File: config.mk
export PLATFORM = sky130hd
export DESIGN_NAME = cache_mem_arbiter
export DESIGN_NICKNAME = d
export VERILOG_FILES = /design/src/rtl/cache_mem_arbiter.sv
export SDC_FILE = /design/constraint.sdc
export NUM_CORES = 1
export LEC_CHECK = 0
export ABC_CLOCK_PERIOD_IN_PS = 4750
export CAP_MARGIN = 20
export CORE_AREA = 2 2 321 323
export CTS_BUF_LIST = sky130_fd_sc_hd__clkbuf_4
export DETAILED_ROUTE_END_ITERATION = 8
export DIE_AREA = 0 0 323 325
export DONT_BUFFER_PORTS = 1
export SKIP_CTS_REPAIR_TIMING = 1
export SYNTH_ARGS = -nofsm -noshare
export SYNTH_HDL_FRONTEND = slang
export SYNTH_SLANG_ARGS = --single-unit
File: constraint.sdc
create_clock -name clk -period 4.75 [get_ports clk]
set_input_delay 1.1875 -clock clk [delete_from_list [all_inputs] [get_ports clk]]
set_output_delay 1.1875 -clock clk [all_outputs]
set_load 0.05 [all_outputs]
File: src/rtl/cache_mem_arbiter.sv
// Two-requester cache-miss arbiter in front of one main-memory port: optional victim write-back, then refill.
// Optional feature: define MEMARB_FIXED_PRIO_EN for fixed priority (requester 0 wins); default is round-robin.
module cache_mem_arbiter #(
    parameter int PA_WIDTH  = 32,
    parameter int BLK_WIDTH = 128
) (
    input  logic                 clk,
    input  logic                 rst_n,
    input  logic [1:0]           req,
    input  logic [1:0]           wb,
    input  logic [PA_WIDTH-1:0]  rd_addr0,
    input  logic [PA_WIDTH-1:0]  rd_addr1,
    input  logic [PA_WIDTH-1:0]  wb_addr0,
    input  logic [PA_WIDTH-1:0]  wb_addr1,
    input  logic [BLK_WIDTH-1:0] wb_blk0,
    input  logic [BLK_WIDTH-1:0] wb_blk1,
    output logic [1:0]           gnt,
    output logic [1:0]           done,
    output logic [BLK_WIDTH-1:0] rd_blk,
    output logic                 mem_wr_en,
    output logic                 mem_rd_en,
    output logic [PA_WIDTH-1:0]  mem_addr,
    output logic [BLK_WIDTH-1:0] mem_wr_blk,
    input  logic [BLK_WIDTH-1:0] mem_rd_blk,
    input  logic                 mem_ack
);

    localparam logic [1:0] S_IDLE = 2'd0;
    localparam logic [1:0] S_WB   = 2'd1;
    localparam logic [1:0] S_RD   = 2'd2;
    localparam logic [1:0] S_RESP = 2'd3;

    logic [1:0]           r_state;
    logic                 r_owner;
`ifdef MEMARB_FIXED_PRIO_EN
`else
    logic                 r_rr_ptr;
`endif

    logic                 w_win;
    logic                 w_sel;
    logic [PA_WIDTH-1:0]  w_wb_addr;
    logic [PA_WIDTH-1:0]  w_rd_addr;
    logic [BLK_WIDTH-1:0] w_wb_blk;

    // In IDLE the port mux follows the arbitration winner so strobes carry data on state entry.
    always_comb begin
`ifdef MEMARB_FIXED_PRIO_EN
        w_win = ~req[0];
`else
        w_win = (req == 2'b11) ? r_rr_ptr : req[1];
`endif
        w_sel     = (r_state == S_IDLE) ? w_win : r_owner;
        w_wb_addr = w_sel ? wb_addr1 : wb_addr0;
        w_rd_addr = w_sel ? rd_addr1 : rd_addr0;
        w_wb_blk  = w_sel ? wb_blk1  : wb_blk0;
    end

    always_ff @(posedge clk or negedge rst_n) begin
        if (!rst_n) begin
            r_state    <= S_IDLE;
            r_owner    <= 1'b0;
`ifdef MEMARB_FIXED_PRIO_EN
`else
            r_rr_ptr   <= 1'b0;
`endif
            gnt        <= '0;
            done       <= '0;
            rd_blk     <= '0;
            mem_wr_en  <= 1'b0;
            mem_rd_en  <= 1'b0;
            mem_addr   <= '0;
            mem_wr_blk <= '0;
        end else begin
            done <= '0;
            case (r_state)
                S_IDLE: begin
                    if (|req) begin
                        r_owner <= w_win;
                        gnt     <= w_win ? 2'b10 : 2'b01;
                        if (wb[w_win]) begin
                            r_state    <= S_WB;
                            mem_wr_en  <= 1'b1;
                            mem_addr   <= w_wb_addr;
                            mem_wr_blk <= w_wb_blk;
                        end else begin
                            r_state   <= S_RD;
                            mem_rd_en <= 1'b1;
                            mem_addr  <= w_rd_addr;
                        end
                    end
                end
                S_WB: begin
                    mem_addr   <= w_wb_addr;
                    mem_wr_blk <= w_wb_blk;
                    if (mem_ack) begin
                        r_state   <= S_RD;
                        mem_wr_en <= 1'b0;
                        mem_rd_en <= 1'b1;
                        mem_addr  <= w_rd_addr;
                    end
                end
                S_RD: begin
                    if (mem_ack) begin
                        r_state   <= S_RESP;
                        rd_blk    <= mem_rd_blk;
                        mem_rd_en <= 1'b0;
                        done      <= r_owner ? 2'b10 : 2'b01;
                    end
                end
                S_RESP: begin
                    r_state  <= S_IDLE;
                    gnt      <= '0;
`ifdef MEMARB_FIXED_PRIO_EN
`else
                    r_rr_ptr <= ~r_owner;
`endif
                end
                default: r_state <= S_IDLE;
            endcase
        end
    end

endmodule

-- Word level (Yosys, flattened, before mapping)
Index checks and enable logic that the tools add are counted.
- $lt $le $gt $ge: 1
- bitwise logic cells: 1
- reduce and logical (&&, ||, !) cells: 13
- mux-type cells: 33
- eq/ne operators: 9
- operators with widths (operator ; count):
    128-bit two-way mux ; 3
    128-bit one-hot mux with 2 select lines ; 1
    32-bit two-way mux ; 5
    32-bit one-hot mux with 2 select lines ; 1
    2-bit two-way mux ; 9
    1-bit two-way mux ; 10
    2-bit one-hot mux with 4 select lines ; 1
    2-bit AND reduction ; 4
    2-bit equality test (second input constant) ; 3
    2-bit != test (second input constant) ; 3
    3-bit AND reduction ; 2
    5-bit AND reduction ; 1
    2-bit by 1-bit != test with 1-bit output (second input constant) ; 2
    2-bit one-hot mux with 2 select lines ; 1
    4-bit AND reduction ; 1
    2-bit nonzero test ; 2
    1-bit one-hot mux with 3 select lines ; 1
    3-bit nonzero test ; 1
    2-bit by 1-bit equality test with 1-bit output (second input constant) ; 1
    2-bit logical NOT ; 1
    1-bit by 2-bit less-than comparator with 1-bit output (second input constant) ; 1
    1-bit one-hot mux with 2 select lines ; 1
    2-bit OR reduction ; 1
    1-bit NOT ; 1
- flip-flop bits (word level): 298
- output and inout port bits: 294
- input bits: 519
- word-level logic and storage cells: 67

-- Logic depth before layout (Yosys ltp)
Gate-level depths: netlist of run 1.
- depth after elaboration: 7
- mapped depth: 10

-- Worst setup path before layout of run 1
OpenSTA, ideal clock, no wires.
- path kind: input to register
- start point: input req[1]
- end point: register mem_wr_blk[100]
- path slack: 2236 ps
- data required time: 4618 ps
- stages: 10
- data arrival time: 2382 ps
- buffers on the path: 5
- path through: buf_2 > and2_1 > o221ai_2 > o21ai_2 > buf_6 > buf_6 > buf_6 > buf_6 > nand2_1 > o21ai_1
- longest elaborated chain between the ends: 7
- elaborated cells between the ends (all ways): 13
- RTL lines (what ; line ; RTL):
    start: declaration ; 9 ; input logic [1:0] req,
    2-bit equality test ; 51 ; w_win = (req == 2'b11) ? r_rr_ptr : req[1];
    1-bit two-way mux ; 51 ;
    1-bit two-way mux ; 53 ; w_sel = (r_state == S_IDLE) ? w_win : r_owner;
    128-bit two-way mux ; 56 ; w_wb_blk = w_sel ? wb_blk1 : wb_blk0;
    128-bit two-way mux ; 81 ; if (wb[w_win]) begin
    128-bit two-way mux ; 78 ; if (|req) begin
    128-bit one-hot mux with 2 select lines ; 76 ; case (r_state)
    end signal: assignment ; 85 ; mem_wr_blk <= w_wb_blk;
    end signal: assignment ; 95 ; mem_wr_blk <= w_wb_blk;
    end: declaration ; 23 ; output logic [BLK_WIDTH-1:0] mem_wr_blk,
Parallel ways exist; a longest one is shown, timed or not. The select of a mux whose other input is x is not followed.
A chain may end at the register's enable or synchronous reset.

-- Worst setup path after layout of run 1
- start point: register mem_wr_blk[121]
- end point: output mem_wr_blk[121]
No word-level cell between the ends.

==> impl_metrics.ini, run 1 <==
[sta]
setup_violations = 0
fin_crit_ps = 2980
relSlewSlack_pct = 37.9
tightest_slew_ps = 932
whs_ps = 44.4
drv_slew = 0
tns_ps = 0
fin_skew_ps = 30.4
rsz0062_at_grt = no
min_period_over_period_pct = 62.7
max_freq_ghz = 0.336
hold_viol = 0

[layout]
drive_gt1_share_pct = 26.0
final_util_pct = 15.7
layout.cells.most_common = dfrtp_1
fin_area_um2 = 15900
syn_to_final_growth_pct = 18.3
nFillCells = 11300
layout_common_cells = dfrtp_1 (298), mux2i_1 (195), nand2_1 (139)
nNetsFinal = 1621

[clock_network]
clock_sinks = 298
root_buffer = clkbuf_4
path_clk_slew_ps = 70
cts_tree = built
numCtsBuffers = 84
clock_latency_ps = 840
clk_path_buf_depth = 3
htreeDepth = 3

[routing]
first_pass_iters = 4
drtAntennaViolNets = 0
avgViaCountPerCell = 3.46
avgRoutedWirePerCell_um = 21.4
drtIter0Drc = 373
drc = 0
vias = 8778
wirelength_um = 54200

[yosys]
synth_top_family_by_area = multiplexers
yosys_most_used_dff = dfrtp_1
yosysSeqAreaShare_pct = 55.6
synthAdderAreaFrac_pct = 0.466
synth_top_cell_by_area = dfrtp_1
ys_types = 32
synth_area_um2 = 13400
syn_inst = 1074
ys_async_sr_fraction_pct = 100
synth_area_leaders = dfrtp_1 (56%), mux2i_1 (15%), mux2_2 (11%)
yosys.area_share.simple_pct = 5.27
ys_ff_latch = 298
synth-compound-area-share_pct = 9.61
avgSynthCellArea_um2 = 12.5
yosys.area.top_type_share_pct = 55.6
synthXorXnorAreaFrac_pct = 0
synth_edf_count = 0
synth_mux_area_share_pct = 25.4
yosysWarnings = 0
synth_nets = 1598

[place]
gp_congestion = 0.950
dp_hpwl_um = 43900
numPortBuffers = 0
placed_area_um2 = 14800

[grt]
antenna_found_initial = 28
grt_usage_pct = 9.86
grt_pass1_wl_um = 71500
grt_overflow_total = 0
grt_max_degree = 299
grt_pass1_vias = 9054

[die]
die-width_um = 323
dieArea_um2 = 105000
start_util_pct = 13.2
ios = 813
rows = 117
core_area_um2 = 101000
die_y_um = 325

[setup_path]
cp.arrival_ps = 1790
crit_required_ps = 3560
crit_fanout = 2
worstSetupPathType = flop to primary output
critPathCaptureType = primary output
cp-start-kind = flop

[min_path]
hold_path_class = input port to asynchronous set/reset pin

[run]
maxCapViolCount = 0

[outcome]
status = finished clean
## worst paths after layout
| check | start | to | slack [ps] | cells after the start |
|---|---|---|---|---|
| setup / recovery | mem_wr_blk[121]$_DFFE_PN0P_ | mem_wr_blk[121] | 1770 | 0 |
| hold / removal | rst_n | mem_addr[3]$_DFFE_PN0P_ | 40 | 0 |
| setup reg to reg | r_state[1]$_DFFE_PN0P_ | mem_addr[31]$_DFFE_PN0P_ | 1880 | 6 |
| hold reg to reg | r_owner$_DFFE_PN0P_ | done[0]$_DFF_PN0_ | 500 | 1 |
| max in group asynchronous | rst_n | mem_wr_blk[121]$_DFFE_PN0P_ | 4030 | 0 |
| min in group clk | mem_rd_blk[105] | rd_blk[105]$_DFFE_PN0P_ | 480 | 1 |
## sequential cells by signal (all words and copies together) (netlist names), 2 cells and up
name,flops
rd_blk,128
r_state,2
gnt,2
mem_wr_blk,128
done,2
mem_addr,32
## cells in the mapped netlist (3+ instances only)
cell type and number:
o21ai_1 40, inv_1 8, buf_4 8, a221oi_2 30, o21ai_0 93, ha_1 5
mux2_2 129, buf_6 14, dfrtp_1 298, buf_2 29, nand2_1 140, clkbuf_1 21
clkbuf_4 3, nor2_1 38, mux2i_1 195
## through the flow
stage               worst slack (ps)  std cells
global route                    1540       2530
CTS                             1440       2519
floorplan                       2240       1074
global placement                1580       2377
detailed placement              1600       2377
finish                          1770       2534
## logic make-up (layout without fill, tap and decap cells)
family / count (synthesis) / after routing
AOI/OAI and AO/OA: 180 / 180
adders and majority gates: 5 / 5
buffers and inverters: 83 / 162
DFF: 298 / 298
muxes: 324 / 324
other: 0 / 13
and+or+nand+nor: 184 / 184
## metal layers
layer	vias to the layer above	track usage [%]	wire, um
li1	3901	-	-
met1	4185	10.9	20100
met2	568	14.9	24200
met3	110	5.77	7860
met4	14	4.95	1930
met5	-	0	78
## final cells by class
type | instances | area [um2] | share of cell area [%]
Tap cell | 1368 | 1710 | 10.8
Antenna cell | 13 | 32.5 | 0.205
Clock buffer | 113 | 848 | 5.34
Clock inverter | 29 | 134 | 0.843
Sequential cell | 298 | 7460 | 47.0
Timing Repair Buffer | 12 | 174 | 1.10
Inverter | 8 | 30.0 | 0.189
Multi-Input combinational cell | 693 | 5490 | 34.6
Power of run 1 is not shown: default switching activity piles up to over one toggle a cycle in this logic, so the estimate is an artifact.
==> run 2, diff against run 1 <==
ABC_CLOCK_PERIOD_IN_PS = 2400   (was 4750)
clock period = 2.4 ns   (was 4.75 ns; I/O delays follow)
==> impl_metrics.ini, run 2 (synthesized netlist as in run 1, its figures left out) <==
[die]
start_util_pct = 13.2
die-width_um = 323
ios = 813
rows = 117
die_y_um = 325
core_area_um2 = 101000
dieArea_um2 = 105000

[grt]
met1_usage_pct = 10.6
antenna_found_initial = 27
grt_overflow_total = 0
grt_pass1_wl_um = 72700
busiest_layer = met2
grt_usage_pct = 9.99
use_met2_pct = 15.2
grt_pass1_vias = 9203
grt_max_degree = 299
use_met3_pct = 6.37

[sta]
max_freq_ghz = 0.437
whs_ps = -623
drv_slew = 0
setup_violations = 0
min_period_over_period_pct = 95.3
fin_skew_ps = 98.1
rsz0062_at_grt = yes
hold_viol = 298
fin_crit_ps = 2290
tightest_slew_ps = 711
relSlewSlack_pct = 52.6

[place]
numPortBuffers = 0
dpl.cell_count = 2408
gp_congestion = 0.971
dp_hpwl_um = 44600
placed_area_um2 = 15100

[run]
maxCapViolCount = 0

[layout]
syn_to_final_growth_pct = 59.2
nFillCells = 10800
drive_gt1_share_pct = 20.9
nNetsFinal = 2158
instances_no_fill = 3075
layout.cells.most_common = dlygate4sd3_1
reg_top3 = mem_wr_blk: 128 flops, rd_blk: 128 flops, mem_addr: 32 flops
fin_area_um2 = 21400
final_util_pct = 21.1
layout_common_cells = dlygate4sd3_1 (507), dfrtp_1 (287), mux2i_1 (193)

[routing]
avgViaCountPerCell = 3.69
drtIter0Drc = 544
first_pass_iters = 5
wirelength_um = 62700
drc = 0
drtAntennaViolNets = 0
vias = 11300
avgRoutedWirePerCell_um = 20.4

[clock_network]
root_buffer = clkbuf_4
htreeDepth = 3
path_clk_slew_ps = 70
cts_tree = built
clock_latency_ps = 900
clk_path_buf_depth = 3
clock_sinks = 298
numCtsBuffers = 85

[min_path]
hold_path_class = input port to asynchronous set/reset pin

[power_and_ir_drop]
leakage_nw = 8.88
powerDensity_nw_per_um2 = 1610
ir_drop_v = 0.000631
total_power_w = 0.0344

[setup_path]
crit_fanout = 31
crit_required_ps = 3110
cp-start-kind = flop
worstSetupPathType = flop to flop
cp.arrival_ps = 3000
critPathCaptureType = flop

[outcome]
violations = negative hold slack
status = complete, but fails checks
## run 2: cell count changes in the layout (fill, tap and decap cells not counted), sizes merged
| cell | before | now |
|---|---|---|
| buf | 11 | 41 |
| clkbuf | 114 | 119 |
| dlygate4sd3 | 0 | 507 |
| clkinv | 24 | 17 |
| inv | 11 | 13 |
| clkinvlp | 2 | 1 |
| diode | 13 | 16 |
| bufinv | 0 | 2 |
## run 2: metrics by stage
step	setup TNS [ps]	setup slack (ps)
after floorplan	0	473
after global placement	0	127
after detailed placement	0	77.7
after CTS	-1140	-195
after global routing	-39.7	-35.0
final	0	113
## run 2: final timing paths
path                                   startpoint                          to  slack, ps  depth (start not counted)
max in group asynchronous                   rst_n  mem_wr_blk[56]$_DFFE_PN0P_       2360                          0
max                        r_state[0]$_DFFE_PN0P_  mem_wr_blk[92]$_DFFE_PN0P_        110                          9
max reg2reg                r_state[0]$_DFFE_PN0P_  mem_wr_blk[92]$_DFFE_PN0P_        110                          9
min reg2reg                   r_owner$_DFFE_PN0P_           done[0]$_DFF_PN0_        490                          1
min in group clk                      wb_blk1[52]  mem_wr_blk[52]$_DFFE_PN0P_         60                          2
min                                         rst_n     mem_addr[7]$_DFFE_PN0P_       -620                          0
## run 2: power breakdown
part	internal, W	switching, W	total, W
clock	0.00251	0.00240	0.00491
combinational	0.00523	0.00592	0.0112
sequential	0.00748	0.0109	0.0184
total	0.0152	0.0192	0.0344
## run 2: final cells by class
| type | instances | area [um2] | share of cell area, % |
|---|---|---|---|
| timing repair buffer | 548 | 5540 | 25.9 |
| clock inverter | 25 | 178 | 0.832 |
| antenna | 16 | 40.0 | 0.187 |
| sequential | 298 | 7470 | 35.0 |
| clock buffer | 119 | 893 | 4.18 |
| tap | 1368 | 1710 | 8.01 |
| inverter | 8 | 30.0 | 0.141 |
| multi-input combinational | 693 | 5500 | 25.7 |
## run 2: critical path, cell delays in order (launching register included)
cell and delay (ps):
dfrtp_1 410, inv_1 120, ha_2 240, nand2_1 110
o22ai_4 150, buf_4 180, buf_12 210, buf_6 250
mux2i_1 250, o21ai_1 100
## run 2: routing by layer
layer	part of all wire [%]	up-vias	wire length, um
met2	46	723	29100
li1	-	4979	-
met1	37	5453	23000
met3	13	169	8220
met5	0.088	-	55
met4	3.8	10	2410
Power figures use the tool's default switching activity.
